[src/rtl/div_sched.sv]
// Round-robin scheduler sharing one external 5/3 divider between NREQ requesters.
// Optional quotient-overflow saturation is enabled by defining DIV_OVF_CHECK_EN.
module div_sched #(
    parameter int NREQ = 4,
    parameter int XW   = 5,
    parameter int DW   = 3,
    parameter int IDW  = 2
) (
    input  logic               clk,
    input  logic               rst,
    input  logic [NREQ-1:0]    req_valid,
    input  logic [NREQ*XW-1:0] req_x,
    input  logic [NREQ*DW-1:0] req_d,
    output logic [NREQ-1:0]    req_ready,
    output logic [XW-1:0]      div_x,
    output logic [DW-1:0]      div_d,
    input  logic [DW-1:0]      div_q,
    input  logic [DW-1:0]      div_r,
    output logic               rsp_valid,
    input  logic               rsp_ready,
    output logic [IDW-1:0]     rsp_id,
    output logic [DW-1:0]      rsp_q,
    output logic [DW-1:0]      rsp_r,
    output logic               rsp_dz,
    output logic               rsp_ovf
);

    typedef enum logic [1:0] {IDLE, ISSUE, RESP} state_t;

    state_t          state_q;
    logic [IDW-1:0]  rr_ptr_q;
    logic [XW-1:0]   div_x_q;
    logic [DW-1:0]   div_d_q;
    logic [IDW-1:0]  id_q;
    logic [DW-1:0]   quo_q;
    logic [DW-1:0]   rem_q;
    logic            dz_q;
    logic            ovf_q;
    logic            vld_q;

    logic            found;
    logic [IDW-1:0]  grant;
    logic [IDW-1:0]  rr_ptr_d;
    logic [XW-1:0]   sel_x;
    logic [DW-1:0]   sel_d;
    logic [DW-1:0]   res_q;
    logic [DW-1:0]   res_r;
    logic            res_dz;
    logic            res_ovf;
    int unsigned     idx;

    // First valid requester at or after rr_ptr, wrapping at NREQ-1.
    always_comb begin
        found = 1'b0;
        grant = '0;
        idx   = 0;
        for (int unsigned k = 0; k < NREQ; k++) begin
            idx = 32'(rr_ptr_q) + k;
            if (idx >= NREQ) idx = idx - NREQ;
            if (!found && req_valid[IDW'(idx)]) begin
                found = 1'b1;
                grant = IDW'(idx);
            end
        end
    end

    always_comb begin
        sel_x     = '0;
        sel_d     = '0;
        req_ready = '0;
        for (int unsigned k = 0; k < NREQ; k++) begin
            if (IDW'(k) == grant) begin
                sel_x = req_x[k*XW +: XW];
                sel_d = req_d[k*DW +: DW];
                req_ready[k] = (state_q == IDLE) && found && !rst;
            end
        end
        rr_ptr_d = (grant == IDW'(NREQ - 1)) ? '0 : grant + 1'b1;
    end

    always_comb begin
        res_q   = div_q;
        res_r   = div_r;
        res_dz  = 1'b0;
        res_ovf = 1'b0;
        if (div_d_q == '0) begin
            res_dz = 1'b1;
            res_q  = '0;
            res_r  = '0;
        end
`ifdef DIV_OVF_CHECK_EN
        else if ((XW+DW)'(div_x_q) >= ((XW+DW)'(div_d_q) << DW)) begin
            res_ovf = 1'b1;
            res_q   = '1;
            res_r   = '0;
        end
`endif
    end

    always_ff @(posedge clk or posedge rst) begin
        if (rst) begin
            state_q  <= IDLE;
            rr_ptr_q <= '0;
            div_x_q  <= '0;
            div_d_q  <= '0;
            id_q     <= '0;
            quo_q    <= '0;
            rem_q    <= '0;
            dz_q     <= 1'b0;
            ovf_q    <= 1'b0;
            vld_q    <= 1'b0;
        end else begin
            case (state_q)
                IDLE: begin
                    if (found) begin
                        div_x_q  <= sel_x;
                        div_d_q  <= sel_d;
                        id_q     <= grant;
                        rr_ptr_q <= rr_ptr_d;
                        state_q  <= ISSUE;
                    end
                end
                ISSUE: begin
                    quo_q   <= res_q;
                    rem_q   <= res_r;
                    dz_q    <= res_dz;
                    ovf_q   <= res_ovf;
                    vld_q   <= 1'b1;
                    state_q <= RESP;
                end
                RESP: begin
                    if (rsp_ready) begin
                        vld_q   <= 1'b0;
                        state_q <= IDLE;
                    end
                end
                default: state_q <= IDLE;
            endcase
        end
    end

    assign div_x     = div_x_q;
    assign div_d     = div_d_q;
    assign rsp_valid = vld_q;
    assign rsp_id    = id_q;
    assign rsp_q     = quo_q;
    assign rsp_r     = rem_q;
    assign rsp_dz    = dz_q;
    assign rsp_ovf   = ovf_q;

endmodule

[config.mk]
export PLATFORM = sky130hd
export DESIGN_NAME = div_sched
export DESIGN_NICKNAME = d
export VERILOG_FILES = /design/src/rtl/div_sched.sv
export SDC_FILE = /design/constraint.sdc
export NUM_CORES = 1
export LEC_CHECK = 0
export ABC_CLOCK_PERIOD_IN_PS = 2600
export BUFFER_PORTS_ARGS = -buffer_cell sky130_fd_sc_hd__buf_4
export CAP_MARGIN = 20
export CORE_ASPECT_RATIO = 0.8
export CORE_MARGIN = 2
export CORE_UTILIZATION = 45
export DETAILED_ROUTE_END_ITERATION = 10
export PLACE_DENSITY = 0.79
export SYNTH_ARGS = -nofsm -noshare
export SYNTH_HDL_FRONTEND = slang
export SYNTH_SLANG_ARGS = --single-unit
[constraint.sdc]
create_clock -name clk -period 2.6 [get_ports clk]
set_clock_uncertainty 0.05 [all_clocks]
set_input_delay 0.39 -clock clk [delete_from_list [all_inputs] [get_ports clk]]
set_output_delay 0.39 -clock clk [all_outputs]
set_load 0.02 [all_outputs]
==> results of run 1 <==
-- worst reg2reg max path: stages, from the launching register on --
cell and delay [ps]:
dfrtp_1 440, mux2i_1 260, o21ai_1 100, or3_1 360
ha_1 240, buf_4 190, buf_4 150, a221o_1 310
a31oi_1 150
-- kinds of logic (layout without fill, tap and decap cells) --
family,count (synthesis),after routing,synth area share
other,1,1,0.002809
adder cells (fa/ha/maj),4,4,0.03749
multiplexers,2,2,0.01874
AO/OA/AOI/OAI,52,52,0.2634
AND/OR/NAND/NOR,38,38,0.1781
buffers and inverters,25,94,0.08716
flip-flops,22,22,0.4124
-- how the worst min path moves through the flow --
stage             start          end  cells after the start  slack, ps
2_1_floorplan       rst     div_d[0]                      1        350
3_3_place_gp        rst  rr_ptr_q[1]                      2        260
3_5_place_dp        rst  rr_ptr_q[1]                      2        270
4_1_cts        div_q[1]     rsp_q[1]                      2        300
5_1_grt        div_q[1]     rsp_q[1]                      2        300
6_report       div_q[2]     rsp_q[2]                      2        300
-- stage by stage --
stage	total power [uW]	instance area, um2
final	2259	1957
after global routing	2420	1957
after detailed placement	1987	1866
after global placement	1944	1866
after floorplan	1534	1335
after CTS	2237	1933
-- cells in the final DEF, fill, tap and decap left out, types with 2 or more instances in the layout --
| cell type | n |
|---|---|
| a21oi_1 | 19 |
| a221o_1 | 8 |
| a22o_1 | 6 |
| a31oi_1 | 8 |
| and3_1 | 4 |
| buf_4 | 74 |
| clkbuf_8 | 4 |
| dfrtp_1 | 22 |
| ha_1 | 2 |
| ha_2 | 2 |
| inv_1 | 14 |
| nand2_1 | 9 |
| nand2b_1 | 4 |
| nand3b_1 | 8 |
| nor2_1 | 2 |
| nor3_1 | 2 |
| o21ai_0 | 4 |
| o31ai_1 | 2 |
-- registers in the layout, indices dropped and copies added, names as in the netlist --
register and count:
div_x 5, rsp_valid 1, rsp_id 2, div_d 3, state_q 2, rr_ptr_q 2
rsp_q 3, rsp_dz 1, rsp_r 3
-- layer usage --
metal / wire length, um / track usage / vias up
li1: - / - / 658
met1: 1558 / 0.2792 / 634
met2: 1622 / 0.3574 / 66
met3: 280 / 0.02796 / 4
met4: 31 / 0.07801 / 0
met5: 0 / 0 / -
-- power groups by stage --
stage          registers (uW)  logic [uW]  clock network (uW)
2_1_floorplan             795         739                   0
3_3_place_gp              636        1310                   0
3_5_place_dp              647        1340                   0
4_1_cts                   641        1350                 243
5_1_grt                   663        1490                 265
6_report                  640        1380                 241
-- what timing repair did --
action                                 CTS  global route
pin swaps                                0             1
setup buffers                            0             2
hold buffers                             1             0
endpoints found under the hold margin    1             0
setup endpoints to repair                1             2
resized for setup                        1             2
-- final cells by class --
| type | count | area, um2 | share of cell area |
|---|---|---|---|
| Clock buffer | 4 | 55.05 | 0.02813 |
| Inverter | 15 | 58.81 | 0.03005 |
| Multi-Input combinational cell | 97 | 679.4 | 0.3472 |
| Sequential cell | 22 | 550.5 | 0.2813 |
| Tap cell | 38 | 47.55 | 0.02430 |
| Timing Repair Buffer | 75 | 565.5 | 0.2890 |
==> summary.txt, run 1 <==
Post-synthesis sequential area ratio: 0.4124
Post-detailed-routing wire length: 3493 um
Delay contributed by the slowest stage of the critical path: 440 ps
Area contributors post-synth: dfrtp_1 (41%), a21oi_1 (7.1%), a221o_1 (6.0%), nand3b_1 (4.5%), inv_1 (3.9%)
Buffers added on ports: 66
Synth warn: 0
Average cell area after synthesis: 9.271 um2
Sum of negative setup slack: 0 ps
Post-synth top area cell: dfrtp_1
Starting DRT DRC Count: 40
Pin count of the biggest net entering global routing: 18
Synth Net Count: 193
Final worst-path cycle share: 0.9427
Pleak: 0.0009688 uW
Delay-heaviest family, CP: simple AND/OR/NAND/NOR gates
Fraction of power consumed by combinational cells: 0.610
Unrepaired setup endpoints after global routing: false
Startpoint of the worst register-to-register path: rr_ptr_q[1]
Height of the chip: 52.72 um
Count of flip-flops with a built-in enable after synthesis: 0
Worst-case vdd ir drop: 0.4947 mV
Min-Delay Path Class: in2reg
Hold slack: 302.6 ps
Critical path type: reg2out
Count of final hold-check violations: 0
Initial DRT Pass Iterations: 4
Max-slew violation count: 0
Count of unresolved DRC violations after routing: 0
Final cell count without fillers: 251
CTS clock-pin slew for the worst setup and hold paths: 80 ps
Number of antenna violations at the first check in global routing: 0
Number of stages on the worst setup path: 6
Proportion of synthesized flip-flops having asynchronous set or reset: 1.000
Part of the total power dissipated in the clock network: 0.107
Number of setup violations in the final report: 0
Wire length of the first global-routing pass: 5547 um
Cell breakdown of the critical path: mux2i_1 -> o21ai_1 -> or3_1 -> ha_2 -> and3_1 -> buf_4
N_diodes: 0
Slack of the critical path: 149.0 ps
Maximum Capacitance Violations: 0
Area growth syn-to-layout: 46.58%
Worst Reg2Reg Path Length in Cells: 8
Number of instances in the synthesized netlist: 144
Switching Fraction: 0.4265
Total clock buffers created by CTS: 3
Ratio of cells with drive above 1 in the final layout: 0.4085
Clock tree from TritonCTS: yes
Share of the core filled with cells in the final layout: 0.7023
Switch Pwr: 963.4 uW
Vias post-DR: 1362
Net total in the final layout: 263
Worst Setup SP: rr_ptr_q[1]
Average vias per placed instance: 5.426
Initial cell density of the core: 0.4791
Total overflow reported by the global router: 0
I/O Pins: 68
Worst Setup Start Kind: register
Via count of the first global-routing pass: 1226
HPWL reported at the end of detailed placement: 2743 um
P_int: 1295 uW
Count of buffer and inverter cells on the critical path: 1
Sinks on the clock net: 22
Most used flip-flop cell after synthesis: dfrtp_1
Dpl ws: 71.11 ps
Count of fill cells added during filler insertion: 217
Commonest cells in the synthesized netlist: dfrtp_1 (22), a21oi_1 (19), inv_1 (14), nand2_1 (9)
Distinct cell type count of the synthesized netlist: 38
CTS H-tree lvls: 1
Critical Path End Type: output pin
Buffer depth of the longest clock path: 2
FF+latch count, synth: 22
Data required time at the worst endpoint: 2160 ps
Cell Area, Synth: 0.001335 mm2
Count leader, synth: dfrtp_1
Area of the placeable core: 0.002786 mm2
Slack of the worst reg-to-reg path: 260 ps
Root buf cell: clkbuf_8
Global routing usage summed across all routing layers: 0.2117
Seq pwr share: 0.283
Run status: complete, no violations
Post-synth top area share: 0.4124
Die W: 64.90 um
Total placed cells including tap cells: 244
Number of routed nets with antenna violations: 0
Min Tclk post-route: 2451 ps
Setup crit end: req_ready[0]
Worst-path maximum fanout: 9
Critical path data arrival time: 2010 ps
# rows: 17
Routability congestion estimate from global placement: 0.9824
Clock network latency to the later pin of the worst-skew pair: 260 ps
Wire length per cell after detailed routing: 13.92 um
Power per cell area: 1154 mW/mm2
R2R Path End: div_d[0]
Max Fclk: 408.0 MHz
Cell with the biggest individual delay on the critical path: dfrtp_1
Die Footprint: 0.003421 mm2
(Power assumes the default switching activity.)
==> inputs of run 2 (changes only) <==
--- a/config.mk
+++ b/config.mk
@@ -6,13 +6,12 @@
 export NUM_CORES = 1
 export LEC_CHECK = 0
 export ABC_CLOCK_PERIOD_IN_PS = 2600
-export BUFFER_PORTS_ARGS = -buffer_cell sky130_fd_sc_hd__buf_4
 export CAP_MARGIN = 20
 export CORE_ASPECT_RATIO = 0.8
 export CORE_MARGIN = 2
 export CORE_UTILIZATION = 45
 export DETAILED_ROUTE_END_ITERATION = 10
-export PLACE_DENSITY = 0.79
+export DONT_BUFFER_PORTS = 1
 export SYNTH_ARGS = -nofsm -noshare
 export SYNTH_HDL_FRONTEND = slang
 export SYNTH_SLANG_ARGS = --single-unit
==> run 2 against run 1 <==
Non-clock buffer count shrank 68. Clock-buffer cell count decreased by 1. Final area shrank 25%. Critical endpoint is now req_ready[2]. Largest cell class unchanged.
==> summary.txt, run 2 (same netlist as run 1, synthesis figures left out) <==
Routability congestion estimate from global placement: 0.9023
Slack of the critical path: 159.4 ps
Worst-case vdd ir drop: 0.6597 mV
Number of antenna violations at the first check in global routing: 0
Count of unresolved DRC violations after routing: 0
Number of routed nets with antenna violations: 0
Count of final hold-check violations: 0
HPWL reported at the end of detailed placement: 2279 um
CTS clock-pin slew for the worst setup and hold paths: 80 ps
Switch Pwr: 904.3 uW
Commonest non-fill, non-tap cells in the layout: dfrtp_1 (21), a21oi_1 (19), inv_1 (14), nand2_1 (9)
Height of the chip: 52.72 um
Flip-flop count of the largest register, all copies and words added: 5
Starting DRT DRC Count: 24
Buffer depth of the longest clock path: 2
Initial DRT Pass Iterations: 4
Cell with the biggest individual delay on the critical path: dfrtp_2
Worst Setup Start Kind: register
Switching Fraction: 0.4404
Critical path type: reg2out
Vias post-DR: 1066
Die Footprint: 0.003421 mm2
Ratio of cells with drive above 1 in the final layout: 0.1448
Pleak: 0.0006440 uW
Wire length of the first global-routing pass: 5002 um
Cell breakdown of the critical path: nand2_1 -> a21oi_1 -> or3_1 -> ha_1 -> buf_4 -> and3_1
Via count of the first global-routing pass: 1065
Die W: 64.90 um
Post-detailed-routing wire length: 2995 um
Run status: complete, no violations
Root buf cell: clkbuf_8
Worst Tran Pin Value: 493.3 ps
Min Tclk post-route: 2441 ps
Net total in the final layout: 195
Area growth syn-to-layout: 10.59%
Clock network latency to the later pin of the worst-skew pair: 260 ps
Sinks on the clock net: 22
Power per cell area: 1391 mW/mm2
Total overflow reported by the global router: 0
Delay contributed by the slowest stage of the critical path: 440 ps
Leading cell type in the layout, fill and taps excluded: dfrtp_1
Part of the total power dissipated in the clock network: 0.153
Buffers added on ports: 0
N_diodes: 0
Sum of negative setup slack: 0 ps
Critical path data arrival time: 2000 ps
Worst-path maximum fanout: 17
Unrepaired setup endpoints after global routing: false
Pin count of the biggest net entering global routing: 18
Post-layout power: 2053 uW
Min-Delay Path Class: in2reg
Max_slew headroom: 0.6681
Critical Path End Type: output pin
Average vias per placed instance: 5.825
Area of the placeable core: 0.002786 mm2
Total clock buffers created by CTS: 3
Fraction of power consumed by combinational cells: 0.443
Clock tree from TritonCTS: yes
CTS H-tree lvls: 1
P_int: 1149 uW
# rows: 17
I/O Pins: 68
Dpl ws: 250.9 ps
Final worst-path cycle share: 0.9387
Max Fclk: 409.7 MHz
Max-slew violation count: 0
Global routing usage summed across all routing layers: 0.1926
Data required time at the worst endpoint: 2160 ps
Count of fill cells added during filler insertion: 259
Initial cell density of the core: 0.4791
Number of setup violations in the final report: 0
Seq pwr share: 0.404
Maximum Capacitance Violations: 0
Wire length per cell after detailed routing: 16.37 um
-- run 2: changes by cell type in the layout (fill, tap and decap cells not counted), sizes merged --
| cell | delta |
|---|---|
| buf | -68 |
| bufinv | +1 |
| clkbuf | -1 |
-- run 2: final timing paths --
kind | startpoint | endpoint | slack [ps] | depth (start not counted)
setup / recovery | rr_ptr_q[1] | req_ready[2] | 160 | 6
setup reg to reg | rr_ptr_q[1] | div_x[2] | 330 | 8
max in group asynchronous | rst | div_d[2] | 1470 | 3
min in group asynchronous | rst | rsp_id[1] | 490 | 2
hold reg to reg | rr_ptr_q[1] | rr_ptr_q[1] | 540 | 1
hold / removal | rsp_ready | state_q[1] | 200 | 1
-- run 2: power by group through the flow --
| stage | registers (uW) | clock network (uW) | logic, uW |
|---|---|---|---|
| after detailed placement | 837 | 0 | 858 |
| after CTS | 831 | 325 | 867 |
| after floorplan | 795 | 0 | 739 |
| after global routing | 854 | 335 | 1040 |
| final | 830 | 314 | 909 |
| after global placement | 835 | 0 | 839 |
-- run 2: cell type report --
type | count | area (um2) | area share
clock inverter | 1 | 30.03 | 0.02034
sequential | 22 | 551.8 | 0.3737
multi-input combinational | 97 | 691.9 | 0.4686
inverter | 15 | 58.81 | 0.03983
timing repair buffer | 7 | 55.05 | 0.03729
clock buffer | 3 | 41.29 | 0.02797
tap | 38 | 47.55 | 0.03220
-- run 2: stage by stage --
stage,instance area [um2],hold slack [ps],utilization,instances
6_report,1476,195.4,0.5299,183
5_1_grt,1476,201.0,0.5299,183
4_1_cts,1439,206.1,0.5164,181
3_5_place_dp,1355,239.6,0.4863,176
3_3_place_gp,1355,239.1,0.4863,176
2_1_floorplan,1335,350.9,-,144
-- run 2: routing by layer --
| layer | vias to the layer above | routed length [um] | share of wire | global-route usage |
|---|---|---|---|---|
| li1 | 523 | - | - | - |
| met1 | 474 | 1393 | 0.47 | 0.2728 |
| met2 | 61 | 1225 | 0.41 | 0.2629 |
| met3 | 8 | 293 | 0.098 | 0.05591 |
| met4 | 0 | 81 | 0.027 | 0.09929 |
| met5 | - | 0 | 0 | 0 |
-- run 2: what timing repair did --
item	CTS	global route
pin swaps	0	2
buffers inserted	0	2
hold endpoints to repair	6	0
resized for setup	1	5
endpoints found under the setup margin	1	4
hold buffers	1	0
-- run 2: critical path: cells and delay by family, from the launching register on --
kind            cells  cell delay (ps)
compound gates      1              130
fa+ha+maj           1              220
buf+inv             1              190
flops               1              440
simple gates        3              770
==> inputs of run 3 (changes only) <==
--- a/config.mk
+++ b/config.mk
@@ -12,6 +12,7 @@
 export CORE_UTILIZATION = 45
 export DETAILED_ROUTE_END_ITERATION = 10
 export DONT_BUFFER_PORTS = 1
+export REMOVE_ABC_BUFFERS = 1
 export SYNTH_ARGS = -nofsm -noshare
 export SYNTH_HDL_FRONTEND = slang
 export SYNTH_SLANG_ARGS = --single-unit
==> run 3 against run 2 <==
Critical path depth unchanged. Hold slack lost 19 ps. Sequential power hardly changed. Register-to-register slack improved by 80 ps. Flip-flop and latch count unchanged. Clock power up 3%. Final area down 0.42%. First-iteration DRC count grew to 3.2 times the previous value. Worst setup slack worse by 59 ps. Sequential share of layout area rose by 0.16 points. Power barely moved. Largest cell class unchanged.
==> summary.txt, run 3 (same netlist as run 1, synthesis figures left out) <==
Run status: complete, no violations
Part of the total power dissipated in the clock network: 0.158
Critical path data arrival time: 2060 ps
Total clock buffers created by CTS: 3
Unrepaired setup endpoints after global routing: false
Total overflow reported by the global router: 0
Min-Delay Path Class: in2reg
N_diodes: 0
Height of the chip: 52.72 um
CTS clock-pin slew for the worst setup and hold paths: 90 ps
Average vias per placed instance: 6.028
Fraction of power consumed by combinational cells: 0.438
Clock network latency to the later pin of the worst-skew pair: 270 ps
Critical Path End Type: output pin
Max Fclk: 400.1 MHz
Flip-flop count of the largest register, all copies and words added: 5
I/O Pins: 68
HPWL reported at the end of detailed placement: 2272 um
Starting DRT DRC Count: 76
Worst Reg2Reg Path Length in Cells: 7
Worst-case vdd ir drop: 0.4607 mV
Switch Pwr: 916.2 uW
Standard cell area after detailed placement: 0.001355 mm2
Area of the placeable core: 0.002786 mm2
Switching Fraction: 0.4460
Layer with the highest usage: met2
Met1 track demand over resource: 0.2439
Pin count of the biggest net entering global routing: 18
Global routing usage summed across all routing layers: 0.1871
Clock tree from TritonCTS: yes
Number of routed nets with antenna violations: 0
Count of buffer and inverter cells on the critical path: 1
Cell with the biggest individual delay on the critical path: dfrtp_2
Root buf cell: clkbuf_8
R2R Path End: div_x[3]
Pleak: 0.0006352 uW
Hold Path End: state_q[1]
Ratio of cells with drive above 1 in the final layout: 0.1469
Area growth syn-to-layout: 10.12%
Vias post-DR: 1091
Number of setup violations in the final report: 0
CTS H-tree lvls: 1
Delay-heaviest family, CP: simple AND/OR/NAND/NOR gates
Die W: 64.90 um
Seq pwr share: 0.405
Worst Tran Pin Value: 528.8 ps
Final worst-path cycle share: 0.9612
Die Footprint: 0.003421 mm2
Area of all placed cells without fillers: 0.001470 mm2
Post-detailed-routing wire length: 3097 um
Wire length of the first global-routing pass: 4795 um
Startpoint of the worst register-to-register path: rr_ptr_q[1]
Number of setup buffers added after CTS: 0
Critical path type: reg2out
Sinks on the clock net: 22
Slack of the worst reg-to-reg path: 410 ps
Global Route met2 Usage: 0.3093
Via count of the first global-routing pass: 1032
Number of antenna violations at the first check in global routing: 0
Hold_sp: rsp_ready
Met3 usage: 0.03871
Delay contributed by the slowest stage of the critical path: 420 ps
Data required time at the worst endpoint: 2160 ps
Hold-critical path depth: 1
Sum of negative setup slack: 0 ps
Min Tclk post-route: 2499 ps
Net total in the final layout: 193
Cell breakdown of the critical path: mux2i_1 -> o21ai_1 -> or3_1 -> ha_1 -> buf_4 -> and3_1
Leading cell type in the layout, fill and taps excluded: dfrtp_1
Worst-path maximum fanout: 17
Maximum Capacitance Violations: 0
Initial DRT Pass Iterations: 4
Buffer depth of the longest clock path: 2
Max_slew headroom: 0.6471
Buffers added on ports: 0
Count of unresolved DRC violations after routing: 0
# rows: 17
Worst Setup SP: rr_ptr_q[1]
Initial cell density of the core: 0.4791
Routability congestion estimate from global placement: 0.7067
Count of final hold-check violations: 0
Power per cell area: 1397 mW/mm2
Worst Setup Start Kind: register
P_int: 1138 uW
Wire length per cell after detailed routing: 17.11 um
Commonest non-fill, non-tap cells in the layout: dfrtp_1 (21), a21oi_1 (18), inv_1 (14), nand2_1 (9)
Max-slew violation count: 0
[run 3: final cells by class]
class,count,area (um2)
fill,252,1316
multi-input combinational,97,700.7
sequential,22,551.8
inverter,15,58.81
tap,38,47.55
clock buffer,3,41.29
timing repair buffer,5,40.04
clock inverter,1,30.03
[run 3: power by group through the flow]
stage	clock network, uW	registers [uW]	logic [uW]
6_report	324	831	899
5_1_grt	341	856	1010
4_1_cts	327	833	862
3_5_place_dp	0	842	852
3_3_place_gp	0	832	827
2_1_floorplan	0	795	702
[run 3: metrics by stage]
stage	total power, uW	setup slack, ps	hold WS, ps	utilization	std cells
after floorplan	1497	170.5	350.9	-	134
after global placement	1659	233.6	271.3	0.4863	176
after detailed placement	1694	168.3	276.4	0.4863	176
after CTS	2022	11.27	184.4	0.5173	181
after global routing	2204	1.064	191.0	0.5276	181
final	2054	100.8	176.6	0.5276	181
[run 3: worst max-delay path by stage]
stage / slack, ps / endpoint / depth (start not counted)
floorplan: 170 / req_ready[2] / 5
global placement: 230 / req_ready[1] / 5
detailed placement: 170 / req_ready[3] / 5
CTS: 10 / req_ready[0] / 5
global route: 1 / req_ready[2] / 6
finish: 100 / req_ready[2] / 6
[run 3: worst register-to-register path: stages, from the launching register on]
cell	delay, ps
dfrtp_2	420
mux2i_1	250
o21ai_1	110
or3_1	370
ha_1	220
buf_4	190
a221o_1	350
a31oi_1	160
[run 3: timing repair]
action	CTS	global route
pin swaps	0	1
hold endpoints to repair	9	0
resized for setup	2	6
endpoints found under the setup margin	2	4
hold buffers	1	0
[run 3: routing by layer]
metal,vias to the layer above,part of all wire
li1,516,-
met1,529,0.44
met2,43,0.49
met3,3,0.064
met4,0,0.0084
met5,-,0
